$ cat src/rtl/pt_ring_stop_if.sv
// pt_ring_stop_if: bundles the ring, injection-FIFO and ejection signals of one
// PtRingV1 ring station. The slave modport is the station; master is its surroundings.
// Optional macro PT_RING_STOP_STAT_EN adds the three statistics counter outputs.
//
// Handshakes:
//  - Ring: iRingVld/oRingVld qualify the flit; there is no ready, a station must
//    accept every valid flit the cycle it arrives.
//  - Injection: iInjDat is valid whenever !iInjEmpty; oInjRdEn pops it that cycle.
//  - Ejection: oEjDat transfers on a cycle where oEjVld && iEjRdy; while
//    oEjVld && !iEjRdy the payload holds stable.
interface pt_ring_stop_if #(
  parameter int WIDTH = 8,
  parameter int ID_W  = 2,
  parameter int CNT_W = 16
);
  localparam int DW = ID_W + WIDTH;

  logic             iRingVld;
  logic [DW-1:0]    iRingDat;
  logic             oRingVld;
  logic [DW-1:0]    oRingDat;
  logic             iInjEmpty;
  logic [DW-1:0]    iInjDat;
  logic             oInjRdEn;
  logic             oEjVld;
  logic [WIDTH-1:0] oEjDat;
  logic             iEjRdy;

`ifdef PT_RING_STOP_STAT_EN
  logic [CNT_W-1:0] oInjCnt;
  logic [CNT_W-1:0] oEjCnt;
  logic [CNT_W-1:0] oDflCnt;

  modport slave (
    input  iRingVld, iRingDat, iInjEmpty, iInjDat, iEjRdy,
    output oRingVld, oRingDat, oInjRdEn, oEjVld, oEjDat,
    output oInjCnt, oEjCnt, oDflCnt
  );

  modport master (
    output iRingVld, iRingDat, iInjEmpty, iInjDat, iEjRdy,
    input  oRingVld, oRingDat, oInjRdEn, oEjVld, oEjDat,
    input  oInjCnt, oEjCnt, oDflCnt
  );
`else
  modport slave (
    input  iRingVld, iRingDat, iInjEmpty, iInjDat, iEjRdy,
    output oRingVld, oRingDat, oInjRdEn, oEjVld, oEjDat
  );

  modport master (
    output iRingVld, iRingDat, iInjEmpty, iInjDat, iEjRdy,
    input  oRingVld, oRingDat, oInjRdEn, oEjVld, oEjDat
  );
`endif
endinterface

$ cat src/rtl/pt_ring_stop.sv
// pt_ring_stop: one station of the unidirectional, backpressure-free PtRingV1 ring.
// Forwards through-traffic, ejects local flits into a one-entry register, and
// pops the show-ahead injection FIFO into empty ring slots. A local flit that
// finds the ejection register full is deflected for another lap.
// Optional macro PT_RING_STOP_STAT_EN adds saturating inject/eject/deflect counters.
module pt_ring_stop #(
  parameter int WIDTH   = 8,
  parameter int ID_W    = 2,
  parameter int NODE_ID = 0,
  parameter int CNT_W   = 16
) (
  input logic          clk,
  input logic          rst,
  pt_ring_stop_if.slave bus
);
  localparam int DW = ID_W + WIDTH;
  localparam logic [ID_W-1:0] MY_ID = ID_W'(NODE_ID);

  logic             hit;
  logic             ej_free;
  logic             eject;
  logic             slot_free;
  logic             inject;
  logic             ring_vld;
  logic [DW-1:0]    ring_dat;
  logic             ej_vld;
  logic [WIDTH-1:0] ej_dat;

  // Per-cycle routing decision: eject, pass through, and whether the slot is free to inject.
  always_comb begin
    hit       = bus.iRingVld && (bus.iRingDat[DW-1 -: ID_W] == MY_ID);
    ej_free   = !ej_vld || bus.iEjRdy;
    eject     = hit && ej_free;
    slot_free = !bus.iRingVld || eject;
    inject    = slot_free && !bus.iInjEmpty && !rst;
  end

  // Ring output register: through/deflected traffic has priority over injection.
  always_ff @(posedge clk) begin
    if (rst) begin
      ring_vld <= 1'b0;
      ring_dat <= '0;
    end else if (bus.iRingVld && !eject) begin
      ring_vld <= 1'b1;
      ring_dat <= bus.iRingDat;
    end else if (inject) begin
      ring_vld <= 1'b1;
      ring_dat <= bus.iInjDat;
    end else begin
      ring_vld <= 1'b0;
    end
  end

  // Ejection register: refill on eject (also while draining), clear once drained.
  always_ff @(posedge clk) begin
    if (rst) begin
      ej_vld <= 1'b0;
      ej_dat <= '0;
    end else if (eject) begin
      ej_vld <= 1'b1;
      ej_dat <= bus.iRingDat[WIDTH-1:0];
    end else if (bus.iEjRdy) begin
      ej_vld <= 1'b0;
    end
  end

  assign bus.oRingVld = ring_vld;
  assign bus.oRingDat = ring_dat;
  assign bus.oInjRdEn = inject;
  assign bus.oEjVld   = ej_vld;
  assign bus.oEjDat   = ej_dat;

`ifdef PT_RING_STOP_STAT_EN
  logic             deflect;
  logic [CNT_W-1:0] inj_cnt;
  logic [CNT_W-1:0] ej_cnt;
  logic [CNT_W-1:0] dfl_cnt;

  assign deflect = hit && !ej_free;

  // Event counters, each sticking at all-ones instead of wrapping.
  always_ff @(posedge clk) begin
    if (rst) begin
      inj_cnt <= '0;
      ej_cnt  <= '0;
      dfl_cnt <= '0;
    end else begin
      if (inject && (inj_cnt != '1)) inj_cnt <= inj_cnt + CNT_W'(1);
      if (eject && (ej_cnt != '1))   ej_cnt  <= ej_cnt + CNT_W'(1);
      if (deflect && (dfl_cnt != '1)) dfl_cnt <= dfl_cnt + CNT_W'(1);
    end
  end

  assign bus.oInjCnt = inj_cnt;
  assign bus.oEjCnt  = ej_cnt;
  assign bus.oDflCnt = dfl_cnt;
`endif
endmodule

$ cat src/flat_wrapper.sv
// flat-port wrapper written by rule: the top's interface ports become plain ports
module pt_ring_stop_flat 
#(
  parameter int WIDTH   = 8,
  parameter int ID_W    = 2,
  parameter int NODE_ID = 0,
  parameter int CNT_W   = 16
)
  (clk, rst, bus_iRingVld, bus_iRingDat, bus_iInjEmpty, bus_iInjDat, bus_iEjRdy, bus_oRingVld, bus_oRingDat, bus_oInjRdEn, bus_oEjVld, bus_oEjDat);
  pt_ring_stop_if #(.WIDTH(WIDTH), .ID_W(ID_W), .CNT_W(CNT_W)) bus_i ();
  input logic clk;
  input logic rst;
  input wire logic [$bits(bus_i.iRingVld)-1:0] bus_iRingVld;
  input wire logic [$bits(bus_i.iRingDat)-1:0] bus_iRingDat;
  input wire logic [$bits(bus_i.iInjEmpty)-1:0] bus_iInjEmpty;
  input wire logic [$bits(bus_i.iInjDat)-1:0] bus_iInjDat;
  input wire logic [$bits(bus_i.iEjRdy)-1:0] bus_iEjRdy;
  output wire logic [$bits(bus_i.oRingVld)-1:0] bus_oRingVld;
  output wire logic [$bits(bus_i.oRingDat)-1:0] bus_oRingDat;
  output wire logic [$bits(bus_i.oInjRdEn)-1:0] bus_oInjRdEn;
  output wire logic [$bits(bus_i.oEjVld)-1:0] bus_oEjVld;
  output wire logic [$bits(bus_i.oEjDat)-1:0] bus_oEjDat;
  assign bus_i.iRingVld = bus_iRingVld;
  assign bus_i.iRingDat = bus_iRingDat;
  assign bus_i.iInjEmpty = bus_iInjEmpty;
  assign bus_i.iInjDat = bus_iInjDat;
  assign bus_i.iEjRdy = bus_iEjRdy;
  assign bus_oRingVld = bus_i.oRingVld;
  assign bus_oRingDat = bus_i.oRingDat;
  assign bus_oInjRdEn = bus_i.oInjRdEn;
  assign bus_oEjVld = bus_i.oEjVld;
  assign bus_oEjDat = bus_i.oEjDat;
  pt_ring_stop #(.WIDTH(WIDTH), .ID_W(ID_W), .NODE_ID(NODE_ID), .CNT_W(CNT_W)) u_core (.clk(clk), .rst(rst), .bus(bus_i));
endmodule
$ cat config.mk
export PLATFORM = sky130hd
export DESIGN_NAME = pt_ring_stop_flat
export DESIGN_NICKNAME = d
export VERILOG_FILES = /design/src/rtl/pt_ring_stop_if.sv /design/src/rtl/pt_ring_stop.sv /design/src/flat_wrapper.sv
export SDC_FILE = /design/constraint.sdc
export NUM_CORES = 1
export LEC_CHECK = 0
export CAP_MARGIN = 20
export CORE_UTILIZATION = 41
export CTS_BUF_LIST = sky130_fd_sc_hd__clkbuf_8
export CTS_CLUSTER_DIAMETER = 120
export DETAILED_ROUTE_END_ITERATION = 16
export PLACE_DENSITY = 0.8
export SYNTH_ARGS = -nofsm -noshare
export SYNTH_HDL_FRONTEND = slang
export SYNTH_SLANG_ARGS = --single-unit
$ cat constraint.sdc
create_clock -name clk -period 1.6 [get_ports clk]
set_input_delay 0.32 -clock clk [delete_from_list [all_inputs] [get_ports clk]]
set_output_delay 0.32 -clock clk [all_outputs]
set_load 0.005 [all_outputs]
* After elaboration in Yosys (flattened, before gate mapping)
Cells that the tools add are included.
** Word-level totals
- Register bits :: 20
- Input port bits :: 25
- Output and inout port bits :: 21
- Logic and storage cells :: 25
** Cells by class
- Multiplexer cells :: 6
- Reduce and logical (&&, ||, !) cells :: 15
** Operator list (number)
- $mux 10 :: 2
- $logic_and 1x1->1 :: 5
- $logic_not 1->1 :: 5
- $mux 1 :: 4
- $reduce_bool 2->1 :: 2
- $logic_not 2->1 :: 1
- $logic_or 1x1->1 :: 2

* Longest topological paths before layout
Gate-level depths: netlist (run 1).
- Word-level depth :: 8
- Gate-level depth with buffers :: 4
- Mapped depth without buffers :: 3

* Worst setup path after synthesis (run 1)
No wires, ideal clock.
- Kind :: input-to-output
- From :: input bus_iEjRdy
- To :: output bus_oInjRdEn
- Data arrival time :: 1.106 ns
- Data required time :: 1.280 ns
- Setup slack :: 0.174 ns
- Stages :: 3
- Path buffers :: 0
- Path through :: and2b_1 > o31a_2 > nor3_1
** On the way
- Word-level cells in the longest chain between the ends :: 5
** Ends and longest elaborated chain
- from (decl) :: RTL line flat_wrapper.sv:17 : input wire logic [$bits(bus_i.iEjRdy)-1:0] bus_iEjRdy;
- $logic_or 1x1->1 :: RTL line pt_ring_stop.sv:32 : ej_free = !ej_vld || bus.iEjRdy;
- $logic_and 1x1->1 :: RTL line pt_ring_stop.sv:33 : eject = hit && ej_free;
- $logic_or 1x1->1 :: RTL line pt_ring_stop.sv:34 : slot_free = !bus.iRingVld || eject;
- $logic_and 1x1->1 (2 in series) :: RTL line pt_ring_stop.sv:35 : inject = slot_free && !bus.iInjEmpty && !rst;
- to (decl) :: RTL line flat_wrapper.sv:20 : output wire logic [$bits(bus_i.oInjRdEn)-1:0] bus_oInjRdEn;
Every way passes these cells.

* Worst setup path in the final report (run 1)
- From :: register u_core.ej_vld (netlist: u_core.bus.oEjVld)
- To :: output bus_oInjRdEn
** On the way
- Word-level cells in the longest chain between the ends :: 6
** Ends and longest elaborated chain
- from (decl) :: RTL line pt_ring_stop.sv:26 : logic ej_vld;
- from (signal assigned) :: RTL line pt_ring_stop.sv:57 : ej_vld <= 1'b0;
- from (signal assigned) :: RTL line pt_ring_stop.sv:60 : ej_vld <= 1'b1;
- from (signal assigned) :: RTL line pt_ring_stop.sv:63 : ej_vld <= 1'b0;
- $logic_not 1->1 :: RTL line pt_ring_stop.sv:32
- $logic_or 1x1->1 :: RTL line pt_ring_stop.sv:32
- $logic_and 1x1->1 :: RTL line pt_ring_stop.sv:33
- $logic_or 1x1->1 :: RTL line pt_ring_stop.sv:34
- $logic_and 1x1->1 (2 in series) :: RTL line pt_ring_stop.sv:35
Every way passes these cells.

==> reports/results.ini, run 1 <==
[die]
die_area_sq_um = 2551
core-area_sq_um = 2212
die_y_microns = 50.51
start_util = 0.4361
rows = 17
fp.dieW_microns = 50.51
io_pins = 46

[power]
p_sw_frac = 0.2239
p_leak_nw = 0.6649
p_per_area_nw_per_um2 = 720.5
p_clk_frac = 0.281
comb_power_share = 0.233
power.switching_mw = 0.2509
power_frac_seq = 0.485
p_int_mw = 0.8696
ir_worst_vdd_v = 0.0004513

[setup_path]
worstPathRequired_ps = 1280
r2r_slack_ps = 300
crit_type = flip-flop to output port
cp_data_arrival_time_ps = 1300
end_kind = output port
crit_path_start_kind = flip-flop
timing.critical_path.slowest_stage_cell = dfxtp_2
cp_top_family = flip-flops
r2r-start = u_core.bus.oEjVld
path_depth = 4
crit_chain = and2b_1 -> o31a_2 -> nor3_2 -> buf_2
setup.worst_path.end = bus_oInjRdEn
slowest_delay_ps = 320
path_max_fanout = 2
ff2ff_path_depth = 5
startpoint = u_core.bus.oEjVld
r2r_end = u_core.bus.oRingDat[4]
path_buf_inv = 1

[clock_tree]
clkSinkCount = 20
clockRootBuffer = clkbuf_8
cts_hold_buf = 0
cts_made_buffers = 3
cts_buffer_depth = 2
clk_pin_slew_ps = 70
cts_tree = built
clk_latency_ps = 250
htree_levels = 1

[global_route]
grt_max_degree = 31
track_usage = 0.1925
antenna_found_initial = 0
grt.overflow.total = 0
grt_pass1_vias = 863
grt_first_pass_wirelength_microns = 3594

[final_layout]
diodes = 0
synthToLayoutAreaGrowth_pct = 61.22
drive_above_1_share = 0.2042
final_net_count = 169
final_cells = 170

[place]
place_ws_ps = -672.1
port_buffers = 45
dp.cells = 166
hpwl_microns = 1650
globalplace.congestion = 0.6954

[logic_synthesis]
synthesis.nets = 113
syn_area_sq_um = 964.7
synth_warnings = 0
synthCells = 88
synth_seq_cells = 20
yosysTopAreaCell = dfxtp_1
synthTopCellsByArea = dfxtp_1 42%, mux2i_1 27%, nand2b_1 11%
ys_seq_area_frac = 0.4150
synth.avg_cell_area_sq_um = 10.96
synth_top_area_frac = 0.4150
synth.distinct_cells = 16

[timing]
drv_slew = 0
rsz0062_at_grt = true
timing.final.ws_setup_ps = -16.99
worstMarginPinSlew_ps = 220.1
timing.final.crit_share = 1.011
fin_skew_ps = 2.140
slew_headroom = 0.8533
finalSetupViolations = 1
min_period_ps = 1617
hold_violations = 0
fmax_mhz = 618.4

[detailed_routing]
wl_microns = 2255
vias = 831
viasPerCell = 4.888
drtIter0Drc = 2
antenna_left = 0
firstDrtPassIters = 4
routedWlPerCell_microns = 13.26
drc = 0

[outcome]
status = finished with violations
failed_checks = setup timing

[job]
cap_viol_max_count = 0

[min_path]
min_path_type = flip-flop to flip-flop

==> timing repair <==
action	in CTS	in global routing
cloned	0	0
setup buffers	1	0
gates resized for setup	8	3
pin swaps	2	3
setup endpoints to repair	1	5
==> kinds of logic (layout without fill, tap and decap cells) <==
group           after synthesis  in the layout  share of synthesized area
compound gates                6              6                    0.05836
buf+inv                       4             58                    0.01946
flops                        20             20                     0.4150
mux                          26             26                     0.2698
simple gates                 32             32                     0.2373
==> synth_stat cells <==
cell type and n:
nand2b_1 17, and2b_1 1, nor2_8 1, nand2b_4 1, o31a_2 1, or2_2 8, dfxtp_1 20, o31ai_1 2
nor3_1 1, nand3b_1 2, or3b_4 1, a21oi_1 2, mux2i_1 26, o31ai_4 1, clkbuf_1 3, buf_4 1
==> per-layer routing <==
| metal | vias to the layer above | global-route usage | share of wire |
|---|---|---|---|
| li1 | 413 | - | - |
| met1 | 386 | 0.2220 | 0.42 |
| met2 | 30 | 0.3378 | 0.51 |
| met3 | 2 | 0.05152 | 0.067 |
| met4 | 0 | 0.06944 | 0.0071 |
| met5 | - | 0 | 0 |
==> layout by cell type (no fill, tap or decap), drive strengths merged <==
master,netlist,routed
clkdlybuf4s50,0,40
mux2i,26,26
dfxtp,20,20
nand2b,18,18
buf,1,11
or2,8,8
clkbuf,3,3
o31ai,3,3
nand3b,2,2
a21oi,2,2
dlygate4sd2,0,2
dlymetal6s2s,0,2
and2b,1,1
o31a,1,1
nor3,1,1
or3b,1,1
nor2,1,1
==> worst reg2reg max path: stages (launching register included) <==
cell and delay (ps):
dfxtp_2 320, and2b_1 170, buf_4 170, o31ai_4 210, buf_4 190, mux2i_1 180
==> state kept, by name (all words and copies together), names as in the netlist <==
name / count
u_core.bus.oEjDat: 8
u_core.bus.oRingVld: 1
u_core.bus.oRingDat: 10
u_core.bus.oEjVld: 1
==> per-stage QoR <==
step	TNS (ps)	total power, mW	hold WS [ps]	utilization	area [sq um]
2_1_floorplan	0	0.6571	461.4	-	964.7
3_3_place_gp	-3331	0.8106	460.5	0.6776	1499
3_5_place_dp	-3812	0.8162	468.9	0.6776	1499
4_1_cts	-92.13	1.131	484.0	0.6991	1546
5_1_grt	-63.99	1.175	501.6	0.7031	1555
6_report	-16.99	1.120	480.7	0.7031	1555
==> worst min path at each step <==
stage	cells after the start	startpoint	slack, ps	endpoint
2_1_floorplan	2	bus_iRingDat[8]	460	u_core.bus.oRingDat[8]
3_3_place_gp	2	u_core.bus.oEjDat[2]	460	u_core.bus.oEjDat[2]
3_5_place_dp	2	u_core.bus.oEjDat[4]	470	u_core.bus.oEjDat[4]
4_1_cts	2	u_core.bus.oEjDat[4]	480	u_core.bus.oEjDat[4]
5_1_grt	2	u_core.bus.oEjDat[6]	500	u_core.bus.oEjDat[6]
6_report	2	u_core.bus.oEjDat[4]	480	u_core.bus.oEjDat[4]
==> power by group through the flow <==
stage | clock [mW] | sequential, mW | combinational (mW)
2_1_floorplan | 0 | 0.557 | 0.0997
3_3_place_gp | 0 | 0.554 | 0.256
3_5_place_dp | 0 | 0.555 | 0.261
4_1_cts | 0.324 | 0.544 | 0.263
5_1_grt | 0.345 | 0.548 | 0.282
6_report | 0.315 | 0.544 | 0.261
==> area by class of cell <==
cell class,instances,area (sq um)
well taps,28,35.03
flip-flops and latches,20,401.6
clock buffers,3,41.29
fillers,180,656.9
repair buffers,55,526.8
multi-input cells,64,550.5
No activity file was read; power rests on OpenSTA's default activity.
==> run 2, diff against run 1 <==
- GPL_TIMING_DRIVEN: not set -> 0
- MAX_ROUTING_LAYER: not set -> met4
==> reports/results.ini, run 2 (same netlist as run 1, synthesis figures left out) <==
[die]
fp.dieW_microns = 50.51  ; unchanged
start_util = 0.4361  ; unchanged
die_area_sq_um = 2551  ; unchanged
core-area_sq_um = 2212  ; unchanged
die_y_microns = 50.51  ; unchanged
rows = 17  ; unchanged
io_pins = 46  ; unchanged

[final_layout]
final_net_count = 170  ; +0.59%
largest_register_ffs = 10  ; unchanged
synthToLayoutAreaGrowth_pct = 62.39
final_cells = 171  ; +0.59%
design_area_sq_um = 1567  ; +0.72%
final_common_cell = clkdlybuf4s50_1
mostFrequentLayoutCells = 38 x clkdlybuf4s50_1, 26 x mux2i_1, 19 x dfxtp_1
diodes = 0  ; unchanged
drive_above_1_share = 0.2028  ; -0.001428

[clock_tree]
clk_pin_slew_ps = 70  ; about the same
cts_buffer_depth = 2  ; unchanged
cts_hold_buf = 0  ; unchanged
clockRootBuffer = clkbuf_8
clk_latency_ps = 240  ; about the same
clkSinkCount = 20  ; unchanged
cts_tree = built
cts_made_buffers = 3  ; unchanged
htree_levels = 1  ; unchanged

[setup_path]
slowest_delay_ps = 330  ; about the same
crit_path_start_kind = flip-flop
crit_chain = and2b_4 -> o31a_4 -> nor3_2 -> buf_2
cp_top_family = flip-flops
timing.critical_path.slowest_stage_cell = dfxtp_2
path_buf_inv = 1  ; unchanged
cp_data_arrival_time_ps = 1250  ; -50 ps
worstPathRequired_ps = 1280  ; about the same
path_max_fanout = 2  ; unchanged
crit_type = flip-flop to output port
end_kind = output port

[timing]
min_period_ps = 1565  ; -51.80 ps
timing.final.crit_share = 0.9782  ; -0.03237
hold_violations = 0  ; unchanged
fin_skew_ps = 0.9274  ; -1.213 ps
slew_headroom = 0.6420  ; -0.2112
fmax_mhz = 638.9  ; +3.3%
worstMarginPinSlew_ps = 537.0  ; +316.9 ps
timing.final.ws_setup_ps = 34.81  ; +51.80 ps
rsz0062_at_grt = true
drv_slew = 0  ; unchanged
final.setup.tns_ps = 0  ; +16.99 ps
finalSetupViolations = 0  ; -1

[global_route]
grt_busiest_layer = met2
grt_util_met3 = 0.06364  ; +0.01212
grt_max_degree = 14  ; -55%
grtUsageMet1 = 0.2127  ; -0.009328
gr-usage-met2 = 0.3422  ; +0.004444
grt_pass1_vias = 860  ; -0.35%
grt.overflow.total = 0  ; unchanged
antenna_found_initial = 0  ; unchanged
track_usage = 0.2004  ; +0.007888
grt_first_pass_wirelength_microns = 3691  ; +2.7%

[detailed_routing]
drtIter0Drc = 3  ; +1
drc = 0  ; unchanged
viasPerCell = 4.895  ; +0.13%
wl_microns = 2217  ; -1.7%
routedWlPerCell_microns = 12.96  ; -2.3%
vias = 837  ; +0.72%
antenna_left = 0  ; unchanged
firstDrtPassIters = 4  ; unchanged

[min_path]
min_path_type = flip-flop to flip-flop

[place]
dpl_cell_area_sq_um = 1450  ; -3.3%
port_buffers = 45  ; unchanged
place_ws_ps = -857.4  ; -185.3 ps
globalplace.congestion = 0.6954  ; unchanged
dp.cells = 161  ; -3.0%
hpwl_microns = 1652  ; +0.11%

[power]
power.switching_mw = 0.2444  ; -2.6%
p_per_area_nw_per_um2 = 709.9  ; -1.5%
ir_worst_vdd_v = 0.0005819  ; +29%
p_leak_nw = 0.6892  ; +3.7%
p_sw_frac = 0.2198  ; -0.004075
power_frac_seq = 0.490  ; +0.005
p_clk_frac = 0.277  ; -0.004
p_int_mw = 0.8676  ; -0.24%
comb_power_share = 0.234  ; about the same
total_power_mw = 1.112  ; -0.76%

[job]
cap_viol_max_count = 0  ; unchanged

[outcome]
status = finished, final reports clean

==> run 2: cell count changes in the layout (fill, tap and decap cells not counted), sizes merged <==
cell,previous run,this run
clkbuf,3,5
clkdlybuf4s50,40,38
dlymetal6s2s,2,3
dlygate4sd2,2,3
buf,11,10
==> run 2: timing repair <==
item,4_1_cts,5_1_grt
setup buffers,3,5
gates cloned,0,0
resized for setup,11,4
pin swaps,2,2
endpoints found under the setup margin,7,13
==> run 2: cell type report <==
| cell class | instances | area (sq um) |
|---|---|---|
| timing repair buffer | 53 | 509.2 |
| sequential | 20 | 401.6 |
| multi-input combinational | 64 | 560.5 |
| buffer | 3 | 18.77 |
| fill | 187 | 645.6 |
| tap | 28 | 35.03 |
| clock buffer | 3 | 41.29 |
==> run 2: routing by layer <==
layer  up-vias  wire length (microns)
li1        413                      -
met1       394                    852
met2        28                   1152
met3         2                    196
met4         0                     16
met5         -                      0
==> run 2: power groups by stage <==
stage                     Sequential, mW  Clock, mW  Combinational, mW
after global routing               0.548      0.343              0.282
final                              0.544      0.308              0.260
after floorplan                    0.557          0             0.0997
after CTS                          0.544      0.324              0.255
after global placement             0.554          0              0.245
after detailed placement           0.555          0              0.249
==> run 2: worst paths after layout <==
kind / from / to / slack [ps] / depth (start not counted)
setup / recovery: u_core.bus.oEjVld / bus_oInjRdEn / 30 / 4
hold / removal: u_core.bus.oEjDat[5] / u_core.bus.oEjDat[5] / 480 / 2
setup reg to reg: u_core.bus.oEjVld / u_core.bus.oRingDat[3] / 170 / 4
hold reg to reg: u_core.bus.oEjDat[5] / u_core.bus.oEjDat[5] / 480 / 2
==> run 2: worst min-delay path, cell delays in order, from the launching register on <==
cell and delay [ps]:
dfxtp_1 310, nand2b_1 60, mux2i_1 60
==> run 2: per-stage QoR <==
stage	util	hold WS, ps
after CTS	0.6861	478.9
after global placement	0.6555	459.9
final	0.7081	478.8
after floorplan	-	461.4
after global routing	0.7081	495.7
after detailed placement	0.6555	473.5
==> run 3, diff against run 2 <==
- CTS_CLUSTER_DIAMETER: 120 -> 150
- SKIP_CTS_REPAIR_TIMING: not set -> 1
==> reports/results.ini, run 3 (same netlist as run 1, synthesis figures left out) <==
[outcome]
status = finished with violations
failed_checks = setup timing

[setup_path]
r2r_end = u_core.bus.oRingDat[3]
r2r_slack_ps = 170  ; about the same
end_kind = output port
crit_type = flip-flop to output port
path_max_fanout = 3  ; +1
worstPathRequired_ps = 1280  ; about the same
crit_path_start_kind = flip-flop
ff2ff_path_depth = 4  ; unchanged
r2r-start = u_core.bus.oEjVld
cp_data_arrival_time_ps = 1370  ; +120 ps

[place]
port_buffers = 45  ; unchanged
hpwl_microns = 1652  ; unchanged
dpl_cell_area_sq_um = 1450  ; unchanged
globalplace.congestion = 0.6954  ; unchanged

[final_layout]
diodes = 0  ; unchanged
final_common_cell = clkdlybuf4s50_1
multi_input_area_sq_um = 560.5  ; unchanged
synthToLayoutAreaGrowth_pct = 59.27
regArea_sq_um = 401.6  ; unchanged
fill_cells = 188  ; +0.53%
design_area_sq_um = 1536  ; -1.9%
final_net_count = 166  ; -2.4%
largest_register_ffs = 10  ; unchanged
mostFrequentLayoutCells = 40 x clkdlybuf4s50_1, 26 x mux2i_1, 19 x dfxtp_1
drive_above_1_share = 0.1799  ; -0.02294

[timing]
drv_slew = 0  ; unchanged
worstMarginPinSlew_ps = 537.2  ; +0.2675 ps
slew_headroom = 0.6418  ; about the same
final.setup.tns_ps = -92.80  ; -92.80 ps
fmax_mhz = 590.7  ; -7.5%
hold_violations = 0  ; unchanged
timing.final.crit_share = 1.058  ; +0.07976
fin_hold_ws_ps = 463.6  ; -15.23 ps
timing.final.ws_setup_ps = -92.80  ; -127.6 ps
min_period_ps = 1693  ; +127.6 ps
rsz0062_at_grt = true
fin_skew_ps = 0.8296  ; -0.09776 ps
finalSetupViolations = 1  ; +1

[global_route]
antenna_found_initial = 0  ; unchanged
grt_max_degree = 11  ; -3
track_usage = 0.1932  ; -0.007180
grt_pass1_vias = 838  ; -2.6%
grt.overflow.total = 0  ; unchanged
grt_first_pass_wirelength_microns = 3567  ; -3.4%

[power]
p_int_mw = 0.8635  ; -0.46%
p_clk_frac = 0.280  ; +0.003
comb_power_share = 0.229  ; -0.005
ir_worst_vdd_v = 0.0005839  ; +0.34%
power_frac_seq = 0.490  ; about the same
total_power_mw = 1.110  ; -0.18%
p_per_area_nw_per_um2 = 722.4  ; +1.8%
power.switching_mw = 0.2464  ; +0.82%
p_sw_frac = 0.2220  ; +0.002208
p_leak_nw = 0.6600  ; -4.2%

[clock_tree]
cts_made_buffers = 3  ; unchanged
clk_latency_ps = 250  ; about the same
clockRootBuffer = clkbuf_8
htree_levels = 1  ; unchanged
clkSinkCount = 20  ; unchanged
cts_buffer_depth = 2  ; unchanged
clk_pin_slew_ps = 70  ; about the same
cts_tree = built

[die]
die_y_microns = 50.51  ; unchanged
die_area_sq_um = 2551  ; unchanged
start_util = 0.4361  ; unchanged
core-area_sq_um = 2212  ; unchanged
rows = 17  ; unchanged
io_pins = 46  ; unchanged
fp.dieW_microns = 50.51  ; unchanged

[detailed_routing]
firstDrtPassIters = 3  ; -1
drc = 0  ; unchanged
wl_microns = 2186  ; -1.4%
antenna_left = 0  ; unchanged
vias = 821  ; -1.9%
viasPerCell = 4.916  ; +0.44%
drtIter0Drc = 3  ; unchanged
routedWlPerCell_microns = 13.09  ; +0.96%

[job]
cap_viol_max_count = 0  ; unchanged

[min_path]
hold_depth = 3  ; +1
min_to = u_core.bus.oRingDat[8]
min_path_type = input pin to flip-flop
hold_start = bus_iRingDat[8]

[run 3: cell types whose count changed in the layout (fill, tap and decap cells not counted)]
cell and delta:
buf_4 -4, dlygate4sd2_1 -3, clkdlybuf4s50_1 +2, buf_6 -1
clkbuf_2 +1, dlymetal6s2s_1 +1
[run 3: worst max-delay path: stages, from the launching register on]
cell and delay (ps):
dfxtp_2 330, and2b_4 160, o31a_4 340, nor3_2 170, buf_2 130
[run 3: worst max-delay path by stage]
stage / startpoint / depth (start not counted) / endpoint
after detailed placement: bus_iEjRdy / 5 / bus_oInjRdEn
final: u_core.bus.oEjVld / 4 / bus_oInjRdEn
after global placement: bus_iEjRdy / 5 / bus_oInjRdEn
after floorplan: bus_iEjRdy / 3 / bus_oInjRdEn
after global routing: u_core.bus.oEjVld / 4 / bus_oInjRdEn
after CTS: bus_iEjRdy / 5 / bus_oInjRdEn
[run 3: through the flow]
stage | worst slack [ps] | instances | util
final | -92.80 | 167 | 0.6946
after floorplan | 174.5 | 88 | -
after global placement | -850.6 | 161 | 0.6555
after detailed placement | -857.4 | 161 | 0.6555
after CTS | -871.5 | 164 | 0.6742
after global routing | -146.2 | 167 | 0.6946
[run 3: metal layers]
metal | up-vias | wire [microns] | track usage
li1 | 408 | - | -
met1 | 381 | 886 | 0.2090
met2 | 30 | 1088 | 0.3222
met3 | 2 | 195 | 0.06364
met4 | 0 | 16 | 0.08333
met5 | - | 0 | -
[run 3: power by group through the flow]
stage	combinational, mW	clock, mW	sequential [mW]
2_1_floorplan	0.0997	0	0.557
3_3_place_gp	0.245	0	0.554
3_5_place_dp	0.249	0	0.555
4_1_cts	0.251	0.324	0.544
5_1_grt	0.276	0.340	0.548
6_report	0.255	0.311	0.544
[run 3: cell type report]
type | count | area share
multi-input combinational | 64 | 0.3648
timing repair buffer | 48 | 0.3111
clock buffer | 3 | 0.02687
tap | 28 | 0.02280
buffer | 4 | 0.01303
sequential | 20 | 0.2614
